File: src/rtl/rv_id_pkg.sv
// Shared RV32I decode constants: opcodes, op classes, funct7 values, immediate formats.
package rv_id_pkg;

  localparam logic [6:0] OPC_LUI    = 7'b0110111;
  localparam logic [6:0] OPC_AUIPC  = 7'b0010111;
  localparam logic [6:0] OPC_JAL    = 7'b1101111;
  localparam logic [6:0] OPC_JALR   = 7'b1100111;
  localparam logic [6:0] OPC_BRANCH = 7'b1100011;
  localparam logic [6:0] OPC_LOAD   = 7'b0000011;
  localparam logic [6:0] OPC_STORE  = 7'b0100011;
  localparam logic [6:0] OPC_ALUI   = 7'b0010011;
  localparam logic [6:0] OPC_ALU    = 7'b0110011;
  localparam logic [6:0] OPC_FENCE  = 7'b0001111;
  localparam logic [6:0] OPC_SYSTEM = 7'b1110011;

  localparam logic [6:0] F7_BASE   = 7'h00;
  localparam logic [6:0] F7_ALT    = 7'h20;
  localparam logic [6:0] F7_MULDIV = 7'h01;

  localparam int unsigned OP_LUI    = 0;
  localparam int unsigned OP_AUIPC  = 1;
  localparam int unsigned OP_JAL    = 2;
  localparam int unsigned OP_JALR   = 3;
  localparam int unsigned OP_BRANCH = 4;
  localparam int unsigned OP_LOAD   = 5;
  localparam int unsigned OP_STORE  = 6;
  localparam int unsigned OP_ALUI   = 7;
  localparam int unsigned OP_ALU    = 8;
  localparam int unsigned OP_FENCE  = 9;
  localparam int unsigned OP_SYSTEM = 10;
  localparam int unsigned OP_MUL    = 11;

  typedef enum logic [2:0] {
    IMM_NONE,
    IMM_I,
    IMM_S,
    IMM_B,
    IMM_U,
    IMM_J
  } imm_fmt_e;

endpackage

File: src/rtl/rv_id_stage_if.sv
// IF -> ID -> EX handshake and regfile read bundle for rv_id_stage.
interface rv_id_stage_if #(
  parameter int unsigned XLEN = 32,
  parameter int unsigned PC_W = 32,
  parameter int unsigned OP_W = 4
);
  logic            flush;
  logic            if_valid;
  logic            if_ready;
  logic [31:0]     if_inst;
  logic [PC_W-1:0] if_pc;
  logic [4:0]      rs1_addr;
  logic [4:0]      rs2_addr;
  logic [XLEN-1:0] rs1_rdata;
  logic [XLEN-1:0] rs2_rdata;
  logic            ex_valid;
  logic            ex_ready;
  logic [PC_W-1:0] ex_pc;
  logic [OP_W-1:0] ex_op;
  logic [2:0]      ex_funct3;
  logic            ex_alt;
  logic [4:0]      ex_rs1_idx;
  logic [4:0]      ex_rs2_idx;
  logic [4:0]      ex_rd;
  logic            ex_rd_we;
  logic [XLEN-1:0] ex_rs1_val;
  logic [XLEN-1:0] ex_rs2_val;
  logic [XLEN-1:0] ex_imm;
  logic            ex_illegal;

  modport slave (
    input  flush, if_valid, if_inst, if_pc, rs1_rdata, rs2_rdata, ex_ready,
    output if_ready, rs1_addr, rs2_addr, ex_valid, ex_pc, ex_op, ex_funct3, ex_alt,
           ex_rs1_idx, ex_rs2_idx, ex_rd, ex_rd_we, ex_rs1_val, ex_rs2_val, ex_imm, ex_illegal
  );

  modport master (
    output flush, if_valid, if_inst, if_pc, rs1_rdata, rs2_rdata, ex_ready,
    input  if_ready, rs1_addr, rs2_addr, ex_valid, ex_pc, ex_op, ex_funct3, ex_alt,
           ex_rs1_idx, ex_rs2_idx, ex_rd, ex_rd_we, ex_rs1_val, ex_rs2_val, ex_imm, ex_illegal
  );
endinterface

File: src/rtl/rv_imm_gen.sv
// Immediate extraction for RV32I formats, sign-extended to XLEN.
module rv_imm_gen
  import rv_id_pkg::*;
#(
  parameter int unsigned XLEN = 32
) (
  input  logic [31:0]     inst,
  input  imm_fmt_e        fmt,
  output logic [XLEN-1:0] imm_c
);

  logic signed [31:0] raw;

  // Build the 32-bit signed immediate, then widen; the signed cast sign-extends for XLEN=64.
  always_comb begin
    raw = '0;
    case (fmt)
      IMM_I:   raw = {{20{inst[31]}}, inst[31:20]};
      IMM_S:   raw = {{20{inst[31]}}, inst[31:25], inst[11:7]};
      IMM_B:   raw = {{19{inst[31]}}, inst[31], inst[7], inst[30:25], inst[11:8], 1'b0};
      IMM_U:   raw = {inst[31:12], 12'b0};
      IMM_J:   raw = {{11{inst[31]}}, inst[31], inst[19:12], inst[20], inst[30:21], 1'b0};
      default: raw = '0;
    endcase
    imm_c = XLEN'(raw);
  end

endmodule

File: src/rtl/rv_id_stage.sv
// RV32I decode stage with registered ID/EX boundary, flush and load-use bubble insertion.
// Optional M-extension decode enabled by defining RV_ID_MEXT_EN.
module rv_id_stage
  import rv_id_pkg::*;
#(
  parameter int unsigned XLEN = 32,
  parameter int unsigned PC_W = 32,
  parameter int unsigned OP_W = 4
) (
  input logic         clk,
  input logic         rst_n,
  rv_id_stage_if.slave bus
);

  logic [6:0]      opcode;
  logic [2:0]      funct3;
  logic [6:0]      funct7;
  logic [OP_W-1:0] op_c;
  imm_fmt_e        fmt_c;
  logic            wr_c;
  logic            illegal_c;
  logic            rs1_used_c;
  logic            rs2_used_c;
  logic            rd_kill_c;
  logic [4:0]      rd_c;
  logic            rd_we_c;
  logic [XLEN-1:0] imm_c;
  logic            advance_c;
  logic            hazard_c;
  logic            capture_c;

  assign opcode = bus.if_inst[6:0];
  assign funct3 = bus.if_inst[14:12];
  assign funct7 = bus.if_inst[31:25];

  // Opcode decode; illegal encodings collapse to a non-writing ALU op.
  always_comb begin
    op_c       = OP_W'(OP_ALU);
    fmt_c      = IMM_NONE;
    wr_c       = 1'b0;
    illegal_c  = 1'b0;
    rs1_used_c = 1'b1;
    rs2_used_c = 1'b1;
    rd_kill_c  = 1'b0;
    case (opcode)
      OPC_LUI:    begin op_c = OP_W'(OP_LUI);   fmt_c = IMM_U; wr_c = 1'b1; rs1_used_c = 1'b0; rs2_used_c = 1'b0; end
      OPC_AUIPC:  begin op_c = OP_W'(OP_AUIPC); fmt_c = IMM_U; wr_c = 1'b1; rs1_used_c = 1'b0; rs2_used_c = 1'b0; end
      OPC_JAL:    begin op_c = OP_W'(OP_JAL);   fmt_c = IMM_J; wr_c = 1'b1; rs1_used_c = 1'b0; rs2_used_c = 1'b0; end
      OPC_JALR: begin
        op_c = OP_W'(OP_JALR); fmt_c = IMM_I; wr_c = 1'b1; rs2_used_c = 1'b0;
        illegal_c = (funct3 != 3'b000);
      end
      OPC_BRANCH: begin op_c = OP_W'(OP_BRANCH); fmt_c = IMM_B; rd_kill_c = 1'b1; end
      OPC_LOAD:   begin op_c = OP_W'(OP_LOAD);   fmt_c = IMM_I; wr_c = 1'b1; rs2_used_c = 1'b0; end
      OPC_STORE:  begin op_c = OP_W'(OP_STORE);  fmt_c = IMM_S; rd_kill_c = 1'b1; end
      OPC_ALUI:   begin op_c = OP_W'(OP_ALUI);   fmt_c = IMM_I; wr_c = 1'b1; rs2_used_c = 1'b0; end
      OPC_ALU: begin
        wr_c = 1'b1;
        if (funct7 == F7_BASE || funct7 == F7_ALT) op_c = OP_W'(OP_ALU);
`ifdef RV_ID_MEXT_EN
        else if (funct7 == F7_MULDIV) op_c = OP_W'(OP_MUL);
`endif
        else illegal_c = 1'b1;
      end
      OPC_FENCE:  begin op_c = OP_W'(OP_FENCE); rs2_used_c = 1'b0; end
      // CSR forms write rd; ECALL/EBREAK (funct3=0) do not.
      OPC_SYSTEM: begin op_c = OP_W'(OP_SYSTEM); fmt_c = IMM_I; rs2_used_c = 1'b0; wr_c = (funct3 != 3'b000); end
      default:    illegal_c = 1'b1;
    endcase
    if (illegal_c) begin
      op_c  = OP_W'(OP_ALU);
      wr_c  = 1'b0;
      fmt_c = IMM_NONE;
    end
  end

  assign bus.rs1_addr = rs1_used_c ? bus.if_inst[19:15] : 5'd0;
  assign bus.rs2_addr = rs2_used_c ? bus.if_inst[24:20] : 5'd0;
  assign rd_c         = rd_kill_c ? 5'd0 : bus.if_inst[11:7];
  assign rd_we_c      = wr_c && (rd_c != 5'd0);

  rv_imm_gen #(.XLEN(XLEN)) u_imm_gen (
    .inst  (bus.if_inst),
    .fmt   (fmt_c),
    .imm_c (imm_c)
  );

  // Load-use stall: the loaded value is not available until after EX.
  assign advance_c   = !bus.ex_valid || bus.ex_ready;
  assign hazard_c    = bus.ex_valid && (bus.ex_op == OP_W'(OP_LOAD)) && (bus.ex_rd != 5'd0) &&
                       ((bus.ex_rd == bus.rs1_addr) || (bus.ex_rd == bus.rs2_addr)) && bus.if_valid;
  assign bus.if_ready = (advance_c && !hazard_c) || bus.flush;
  assign capture_c    = advance_c && bus.if_valid && !hazard_c && !bus.flush;

  always_ff @(posedge clk or negedge rst_n) begin
    if (!rst_n)                       bus.ex_valid <= 1'b0;
    else if (capture_c)               bus.ex_valid <= 1'b1;
    else if (advance_c || bus.flush)  bus.ex_valid <= 1'b0;
  end

  // Payload only loads on capture so bubbles and stalls leave it untouched.
  always_ff @(posedge clk or negedge rst_n) begin
    if (!rst_n) begin
      bus.ex_pc      <= PC_W'(0);
      bus.ex_op      <= '0;
      bus.ex_funct3  <= '0;
      bus.ex_alt     <= 1'b0;
      bus.ex_rs1_idx <= '0;
      bus.ex_rs2_idx <= '0;
      bus.ex_rd      <= '0;
      bus.ex_rd_we   <= 1'b0;
      bus.ex_rs1_val <= '0;
      bus.ex_rs2_val <= '0;
      bus.ex_imm     <= '0;
      bus.ex_illegal <= 1'b0;
    end else if (capture_c) begin
      bus.ex_pc      <= bus.if_pc;
      bus.ex_op      <= op_c;
      bus.ex_funct3  <= funct3;
      bus.ex_alt     <= bus.if_inst[30];
      bus.ex_rs1_idx <= bus.rs1_addr;
      bus.ex_rs2_idx <= bus.rs2_addr;
      bus.ex_rd      <= rd_c;
      bus.ex_rd_we   <= rd_we_c;
      bus.ex_rs1_val <= bus.rs1_rdata;
      bus.ex_rs2_val <= bus.rs2_rdata;
      bus.ex_imm     <= imm_c;
      bus.ex_illegal <= illegal_c;
    end
  end

endmodule

File: src/flat_wrapper.sv
// flat-port wrapper written by rule: the top's interface ports become plain ports
module rv_id_stage_flat import rv_id_pkg::*;
#(
  parameter int unsigned XLEN = 32,
  parameter int unsigned PC_W = 32,
  parameter int unsigned OP_W = 4
)
  (clk, rst_n, bus_flush, bus_if_valid, bus_if_inst, bus_if_pc, bus_rs1_rdata, bus_rs2_rdata, bus_ex_ready, bus_if_ready, bus_rs1_addr, bus_rs2_addr, bus_ex_valid, bus_ex_pc, bus_ex_op, bus_ex_funct3, bus_ex_alt, bus_ex_rs1_idx, bus_ex_rs2_idx, bus_ex_rd, bus_ex_rd_we, bus_ex_rs1_val, bus_ex_rs2_val, bus_ex_imm, bus_ex_illegal);
  rv_id_stage_if #(.XLEN(XLEN), .PC_W(PC_W), .OP_W(OP_W)) bus_i ();
  input logic clk;
  input logic rst_n;
  input wire logic [$bits(bus_i.flush)-1:0] bus_flush;
  input wire logic [$bits(bus_i.if_valid)-1:0] bus_if_valid;
  input wire logic [$bits(bus_i.if_inst)-1:0] bus_if_inst;
  input wire logic [$bits(bus_i.if_pc)-1:0] bus_if_pc;
  input wire logic [$bits(bus_i.rs1_rdata)-1:0] bus_rs1_rdata;
  input wire logic [$bits(bus_i.rs2_rdata)-1:0] bus_rs2_rdata;
  input wire logic [$bits(bus_i.ex_ready)-1:0] bus_ex_ready;
  output wire logic [$bits(bus_i.if_ready)-1:0] bus_if_ready;
  output wire logic [$bits(bus_i.rs1_addr)-1:0] bus_rs1_addr;
  output wire logic [$bits(bus_i.rs2_addr)-1:0] bus_rs2_addr;
  output wire logic [$bits(bus_i.ex_valid)-1:0] bus_ex_valid;
  output wire logic [$bits(bus_i.ex_pc)-1:0] bus_ex_pc;
  output wire logic [$bits(bus_i.ex_op)-1:0] bus_ex_op;
  output wire logic [$bits(bus_i.ex_funct3)-1:0] bus_ex_funct3;
  output wire logic [$bits(bus_i.ex_alt)-1:0] bus_ex_alt;
  output wire logic [$bits(bus_i.ex_rs1_idx)-1:0] bus_ex_rs1_idx;
  output wire logic [$bits(bus_i.ex_rs2_idx)-1:0] bus_ex_rs2_idx;
  output wire logic [$bits(bus_i.ex_rd)-1:0] bus_ex_rd;
  output wire logic [$bits(bus_i.ex_rd_we)-1:0] bus_ex_rd_we;
  output wire logic [$bits(bus_i.ex_rs1_val)-1:0] bus_ex_rs1_val;
  output wire logic [$bits(bus_i.ex_rs2_val)-1:0] bus_ex_rs2_val;
  output wire logic [$bits(bus_i.ex_imm)-1:0] bus_ex_imm;
  output wire logic [$bits(bus_i.ex_illegal)-1:0] bus_ex_illegal;
  assign bus_i.flush = bus_flush;
  assign bus_i.if_valid = bus_if_valid;
  assign bus_i.if_inst = bus_if_inst;
  assign bus_i.if_pc = bus_if_pc;
  assign bus_i.rs1_rdata = bus_rs1_rdata;
  assign bus_i.rs2_rdata = bus_rs2_rdata;
  assign bus_i.ex_ready = bus_ex_ready;
  assign bus_if_ready = bus_i.if_ready;
  assign bus_rs1_addr = bus_i.rs1_addr;
  assign bus_rs2_addr = bus_i.rs2_addr;
  assign bus_ex_valid = bus_i.ex_valid;
  assign bus_ex_pc = bus_i.ex_pc;
  assign bus_ex_op = bus_i.ex_op;
  assign bus_ex_funct3 = bus_i.ex_funct3;
  assign bus_ex_alt = bus_i.ex_alt;
  assign bus_ex_rs1_idx = bus_i.ex_rs1_idx;
  assign bus_ex_rs2_idx = bus_i.ex_rs2_idx;
  assign bus_ex_rd = bus_i.ex_rd;
  assign bus_ex_rd_we = bus_i.ex_rd_we;
  assign bus_ex_rs1_val = bus_i.ex_rs1_val;
  assign bus_ex_rs2_val = bus_i.ex_rs2_val;
  assign bus_ex_imm = bus_i.ex_imm;
  assign bus_ex_illegal = bus_i.ex_illegal;
  rv_id_stage #(.XLEN(XLEN), .PC_W(PC_W), .OP_W(OP_W)) u_core (.clk(clk), .rst_n(rst_n), .bus(bus_i));
endmodule
File: config.mk
export PLATFORM = sky130hd
export DESIGN_NAME = rv_id_stage_flat
export DESIGN_NICKNAME = d
export VERILOG_FILES = /design/src/rtl/rv_id_pkg.sv /design/src/rtl/rv_id_stage_if.sv /design/src/rtl/rv_imm_gen.sv /design/src/rtl/rv_id_stage.sv /design/src/flat_wrapper.sv
export SDC_FILE = /design/constraint.sdc
export NUM_CORES = 1
export LEC_CHECK = 0
export ABC_CLOCK_PERIOD_IN_PS = 2530
export BUFFER_PORTS_ARGS = -buffer_cell sky130_fd_sc_hd__buf_2
export CAP_MARGIN = 20
export CORE_MARGIN = 4
export CORE_UTILIZATION = 48
export DETAILED_ROUTE_END_ITERATION = 6
export PLACE_DENSITY = 0.89
export RECOVER_POWER = 25
export SLEW_MARGIN = 20
export SYNTH_ARGS = -nofsm -noshare
export SYNTH_HDL_FRONTEND = slang
export SYNTH_SLANG_ARGS = --single-unit
export TNS_END_PERCENT = 20
File: constraint.sdc
create_clock -name clk -period 2.53 [get_ports clk]
set_input_delay 0 -clock clk [delete_from_list [all_inputs] [get_ports clk]]
set_output_delay 0 -clock clk [all_outputs]
set_load 0.005 [all_outputs]
# [Yosys cells after proc, flatten, opt, wreduce, memory -nomap -nowiden]
# Index checks and enable logic that the tools add are counted.
[word_totals] output_inout_bits=165 reg_bits=154 elab_cells=77 in_bits=133
[op_classes] mux=15 eq_ne=20 n_reduce_logical=29
[op_table] cell="32-bit one-hot mux with 5 select lines" n=1
[op_table] cell="4-bit one-hot mux with 10 select lines" n=1
[op_table] cell="7-bit by 6-bit equality test with 1-bit output (second input constant)" n=4
[op_table] cell="7-bit equality test (second input constant)" n=4
[op_table] cell="5-bit two-way mux" n=3
[op_table] cell="3-bit one-hot mux with 5 select lines" n=1
[op_table] cell="7-bit by 5-bit equality test with 1-bit output (second input constant)" n=2
[op_table] cell="5-bit equality test" n=2
[op_table] cell="5-bit nonzero test" n=2
[op_table] cell="1-bit logical AND" n=9
[op_table] cell="9-bit OR reduction" n=1
[op_table] cell="8-bit OR reduction" n=1
[op_table] cell="7-bit by 2-bit equality test with 1-bit output (second input constant)" n=1
[op_table] cell="7-bit by 4-bit equality test with 1-bit output (second input constant)" n=1
[op_table] cell="7-bit zero test" n=1
[op_table] cell="7-bit OR reduction" n=1
[op_table] cell="3-bit by 2-bit equality test with 1-bit output (second input constant)" n=2
[op_table] cell="3-bit equality test (second input constant)" n=2
[op_table] cell="1-bit logical OR" n=5
[op_table] cell="1-bit two-way mux" n=5
[op_table] cell="4-bit by 3-bit equality test with 1-bit output (second input constant)" n=1
[op_table] cell="4-bit two-way mux" n=1
[op_table] cell="2-bit OR reduction" n=2
[op_table] cell="4-bit OR reduction" n=1
[op_table] cell="8 further kinds" n=10

# [Logic depth before layout (Yosys ltp)]
[logic_depth] ltp_word=11 mapped_depth=12

# [Modules after synthesis]
# A second synthesis with hierarchy kept.
[unflattened] hier_cells=522 area_unflattened_um2=7204.4
[modules_own_cells] module="rv_id_stage" instances=1 area_per_inst_um2=6814.0 cells_each=456
[modules_own_cells] module="rv_imm_gen" instances=1 area_per_inst_um2=390.4 cells_each=66

# [Least setup slack after synthesis]
# No wires, ideal clock.
[synth_path] path_kind="input to register" startpoint="input bus_if_inst[3]" endpoint="register u_core.bus.ex_pc[10]" setup_ns=0.127 path_slack_ns=0.105 n_path_buf=5 arrival_time_ns=2.298 stages=11 cell_sequence="buf_2 or4_1 buf_2 a311o_1 a221oi_1 o21ai_1 nand4b_1 buf_4 buf_8 buf_8 mux2_1"
[synth_between] elab_chain_cells=10
[synth_rtl] element="from (decl)" line_no="flat_wrapper.sv:14" rtl="input wire logic [$bits(bus_i.if_inst)-1:0] bus_if_inst;"
[synth_rtl] element="7-bit by 6-bit equality test with 1-bit output, or another cell as far along" line_no="rv_id_stage.sv:45" rtl="case (opcode)"
[synth_rtl] element="8-bit OR reduction (no line) / 3-bit OR reduction (equally long branches)"
[synth_rtl] element="5-bit two-way mux (on tied branches)" line_no="rv_id_stage.sv:78, rv_id_stage.sv:77"
[synth_rtl] element="5-bit equality test" line_no="rv_id_stage.sv:91" rtl="((bus.ex_rd == bus.rs1_addr) || (bus.ex_rd == bus.rs2_addr)) && bus.if_valid;"
[synth_rtl] element="1-bit logical OR *" line_no="rv_id_stage.sv:91"
[synth_rtl] element="1-bit logical AND *" line_no="rv_id_stage.sv:90" rtl="assign hazard_c = bus.ex_valid && (bus.ex_op == OP_W'(OP_LOAD)) && (bus.ex_rd != 5'd0) &&"
[synth_rtl] element="1-bit logical AND *" line_no="rv_id_stage.sv:91"
[synth_rtl] element="1-bit zero test *" line_no="rv_id_stage.sv:93" rtl="assign capture_c = advance_c && bus.if_valid && !hazard_c && !bus.flush;"
[synth_rtl] element="1-bit logical AND * (2 in a row)" line_no="rv_id_stage.sv:93"
[synth_rtl] element="to (signal assigned)" line_no="rv_id_stage.sv:117" rtl="bus.ex_pc <= bus.if_pc;"
[synth_rtl] element="to (decl)" line_no="rv_id_stage_if.sv:33" rtl="output if_ready, rs1_addr, rs2_addr, ex_valid, ex_pc, ex_op, ex_funct3, ex_alt,"
# Every way passes the cells marked *; elsewhere a longest branch is shown, timed or not.
# A chain may end at the register's enable or synchronous reset.

# [Worst setup path after layout]
[layout_path] startpoint="register u_core.bus.ex_rd[0] (netlist name)" endpoint="register u_core.bus.ex_pc[12]"
[layout_between] elab_chain_cells=7
[layout_rtl] element="from (decl)" line_no="rv_id_stage_if.sv:34" rtl="ex_rs1_idx, ex_rs2_idx, ex_rd, ex_rd_we, ex_rs1_val, ex_rs2_val, ex_imm, ex_illegal"
[layout_rtl] element="from (signal assigned)" line_no="rv_id_stage.sv:123" rtl="bus.ex_rd <= rd_c;"
[layout_rtl] element="5-bit equality test / 5-bit nonzero test (equally long branches)" line_no="rv_id_stage.sv:91, rv_id_stage.sv:90"
[layout_rtl] element="1-bit logical OR / 1-bit logical AND (equally long branches)" line_no="rv_id_stage.sv:91, rv_id_stage.sv:90"
[layout_rtl] element="1-bit logical AND *" line_no="rv_id_stage.sv:90"
[layout_rtl] element="1-bit logical AND *" line_no="rv_id_stage.sv:91"
[layout_rtl] element="1-bit zero test *" line_no="rv_id_stage.sv:93"
[layout_rtl] element="1-bit logical AND * (2 in a row)" line_no="rv_id_stage.sv:93"
# Marked as above.

==> impl_metrics.tcl <==
set metrics [dict create \
    status "finished, violations left" \
    violations "capacitance limit, slew limit, setup timing" \
    tritoncts "done" \
    synthSimpleGateAreaFrac 0.06840 \
    io_pins 298 \
    ys.flop_type "dfrtp_1" \
    worst_setup_path_end_kind "register" \
    drc 0 \
    fin_area_sq_um 10970 \
    layout_common_cells "296 x buf_2, 153 x dfrtp_1, 124 x dlygate4sd3_1, 94 x mux2_1, 40 x buf_4" \
    pre_cts_ws_ns -0.1255 \
    synth-adder-area-share 0 \
    insertion_delay_ns 0.42 \
    synth_area_sq_um 6842 \
    placed_area_sq_um 8726 \
    dr.pass1.iters 5 \
    p_leak_nw 5.564 \
    cts_buffers 17 \
    path_max_fanout 13 \
    place_congestion 0.9806 \
    fin_crit_sh 1.023 \
    r2r_end "u_core.bus.ex_pc[12]" \
    cap_violations 1 \
    clk_pin_slew_ns 0.06 \
    peakVddDrop_mv 0.5275 \
    critPathKind "register to register" \
    synth_top_family_by_area "multiplexers" \
    core_sq_um 13930 \
    hold_class "input pin to register" \
    wl_mm 24.73 \
    whs_path_depth 4 \
    muxShareOfSynthArea 0.2491 \
    cts_sinks 154 \
    grt_pass1_vias 6700 \
    synthXorXnorAreaFrac 0.01152 \
    hpwl_mm 14.37 \
    cts_max_path_buffers 2 \
    drtAntennaViolNets 0 \
    setup_ws_ns -0.05813 \
    final_layout_size_suffix_gt1_frac 0.4174 \
    overflow 0 \
    synth_compound_area_frac 0.05432 \
    antenna_found_initial 1 \
    async_reset_ff_frac 1.000 \
    whs_ns 0.1034 \
    fmax_mhz 386.4 \
    fin_crit_ns 2.588 \
    die_x_um 127.4 \
    regArea_sq_um 3855 \
    rsz0062_at_grt "true" \
    placementRows 43 \
    grt_usage 0.2778 \
    grt_max_degree 65 \
    postSynthAreaPerCell_sq_um 12.96 \
    tightest_slew_ns 1.629 \
    clock-root-buffer "clkbuf_16" \
    skew_ns 0.008735 \
    grt_pass1_wl_mm 35.18 \
    routed_via_density 5.301 \
    hold_viol 0 \
    die-area_sq_um 16230 \
    area_delta_synth_final_pct 60.31 \
    final_common_cell "buf_2" \
    drtIter0Drc 455 \
    start_kind "register" \
    slew_violations 65 \
    powerDensity_nw_per_um2 630.6 \
    ys.warnings.count 0 \
    holdPathEnd "u_core.bus.ex_op[2]" \
    power.total_mw 6.916 \
    port_buffers 297 \
    reg2regPathDepth 10 \
    finalSetupViolCount 58 \
    netlist_instances 528 \
    multi_input_comb_area_sq_um 2768 \
    ys_seq_area_frac 0.5633 \
    post_drt_wl_per_cell_um 20.73 \
    num-fill-cells 809 \
    crit_required_ns 2.82 \
    die_h_um 127.4 \
    min_from "bus_if_inst[5]" \
    start_util 0.4910 \
    crit_arrival_ns 2.88 \
    synth_edf_count 0 \
    maxSlewHeadroom -0.08621 \
    htree_levels 4 \
    synth_seq_cells 154 \
    synth_nets 661 \
    regToRegStartpoint "u_core.bus.ex_rd[0]" \
    nets 1132 \
    totalNegativeSetupSlack_ns -1.078 \
    vias 6324 \
    rrSetupSlack_ns -0.06 \
    synth.distinct_cells 47 \
]
-- worst max path at each step --
stage	start	endpoint	slack, ns
finish	u_core.bus.ex_rd[0]	u_core.bus.ex_pc[12]	-0.06
detailed placement	bus_if_inst[2]	u_core.bus.ex_imm[26]	-0.13
global placement	bus_if_inst[2]	u_core.bus.ex_imm[8]	-0.07
CTS	u_core.bus.ex_rd[1]	u_core.bus.ex_imm[30]	0.02
floorplan	bus_if_inst[3]	u_core.bus.ex_pc[10]	0.10
global route	u_core.bus.ex_rd[0]	u_core.bus.ex_imm[27]	-0.20
-- through the flow --
stage               cells    util
detailed placement   1018  0.6262
CTS                  1173  0.7540
global placement     1018  0.6262
global route         1192  0.7869
finish               1193  0.7871
floorplan             528       -
-- critical path: stages, from the launching register on --
cell and delay [ns]:
dfrtp_1 0.40, nor3_2 0.29, and3_1 0.25, nand4_1 0.13
a221oi_2 0.30, o21ai_2 0.11, nand4b_1 0.19, buf_12 0.16
buf_12 0.14, clkbuf_16 0.17, mux2_1 0.33
-- final cells by class --
class | count | area share
repair buffers | 481 | 0.3137
well taps | 180 | 0.02053
clock buffers | 23 | 0.04358
clock inverters | 8 | 0.005590
multi-input cells | 309 | 0.2523
diodes | 2 | 0.0004563
flip-flops and latches | 154 | 0.3515
inverters | 36 | 0.01232
-- registers in the layout, summed over array words and instances (netlist names), 3 cells and up --
register	flops
u_core.bus.ex_imm	32
u_core.bus.ex_pc	32
u_core.bus.ex_rs1_val	32
u_core.bus.ex_rs2_val	32
u_core.bus.ex_rd	5
u_core.bus.ex_rs1_idx	5
u_core.bus.ex_rs2_idx	5
u_core.bus.ex_op	4
u_core.bus.ex_funct3	3
-- where the power goes --
part           switching (mW)  leakage, nW  internal, mW  total [mW]
registers               0.213         1.88          2.81        3.02
logic                   0.670         3.42         0.864        1.53
clock network            1.03        0.264          1.34        2.36
total                    1.91         5.56          5.01        6.92
-- cells by family (layout without fill, tap and decap cells) --
| kind of cell | count (synthesis) | after routing |
|---|---|---|
| buffers and inverters | 65 | 548 |
| XOR/XNOR | 9 | 9 |
| flip-flops | 154 | 154 |
| AND/OR/NAND/NOR | 85 | 85 |
| AO/OA/AOI/OAI | 60 | 60 |
| multiplexers | 155 | 155 |
| other | 0 | 2 |
-- repair_timing --
| action | in CTS | in global routing |
|---|---|---|
| gates resized for setup | 0 | 51 |
| setup buffers | 0 | 12 |
| setup endpoints to repair | 0 | 134 |
| endpoints found under the hold margin | 196 | 0 |
| hold buffers | 124 | 0 |
-- metal layers --
metal | global-route usage | share of wire | vias up
met5 | 0 | 0 | -
met4 | 0.1161 | 0.038 | 0
met3 | 0.07692 | 0.083 | 83
met2 | 0.4930 | 0.52 | 372
met1 | 0.3141 | 0.36 | 3077
li1 | - | - | 2792
-- cell usage after synthesis, types with 2 or more instances --
library cell / count / area share
buf_6: 3 / 0.0049
nor4_1: 5 / 0.0046
nand3_1: 7 / 0.0051
a22oi_1: 2 / 0.0022
clkbuf_1: 7 / 0.0038
nand3b_1: 3 / 0.0033
nor2b_1: 6 / 0.0055
a21oi_1: 25 / 0.018
buf_8: 5 / 0.011
buf_2: 4 / 0.0029
o21ai_0: 10 / 0.0073
nand2_1: 21 / 0.012
o22ai_1: 3 / 0.0027
mux2_1: 121 / 0.20
or4_1: 4 / 0.0044
nand4b_1: 2 / 0.0026
and3_1: 9 / 0.0082
a22o_1: 4 / 0.0051
xor2_1: 2 / 0.0026
inv_1: 36 / 0.020
a21o_1: 3 / 0.0033
dfrtp_1: 154 / 0.56
nor3_1: 6 / 0.0044
and2_1: 2 / 0.0018
xnor2_1: 7 / 0.0090
buf_4: 10 / 0.011
nand2b_1: 5 / 0.0046
a221oi_1: 2 / 0.0026
or3_1: 2 / 0.0018
nor2_1: 8 / 0.0044
mux2i_1: 33 / 0.048
o21ai_1: 2 / 0.0015
No activity file was read; power rests on OpenSTA's default activity.
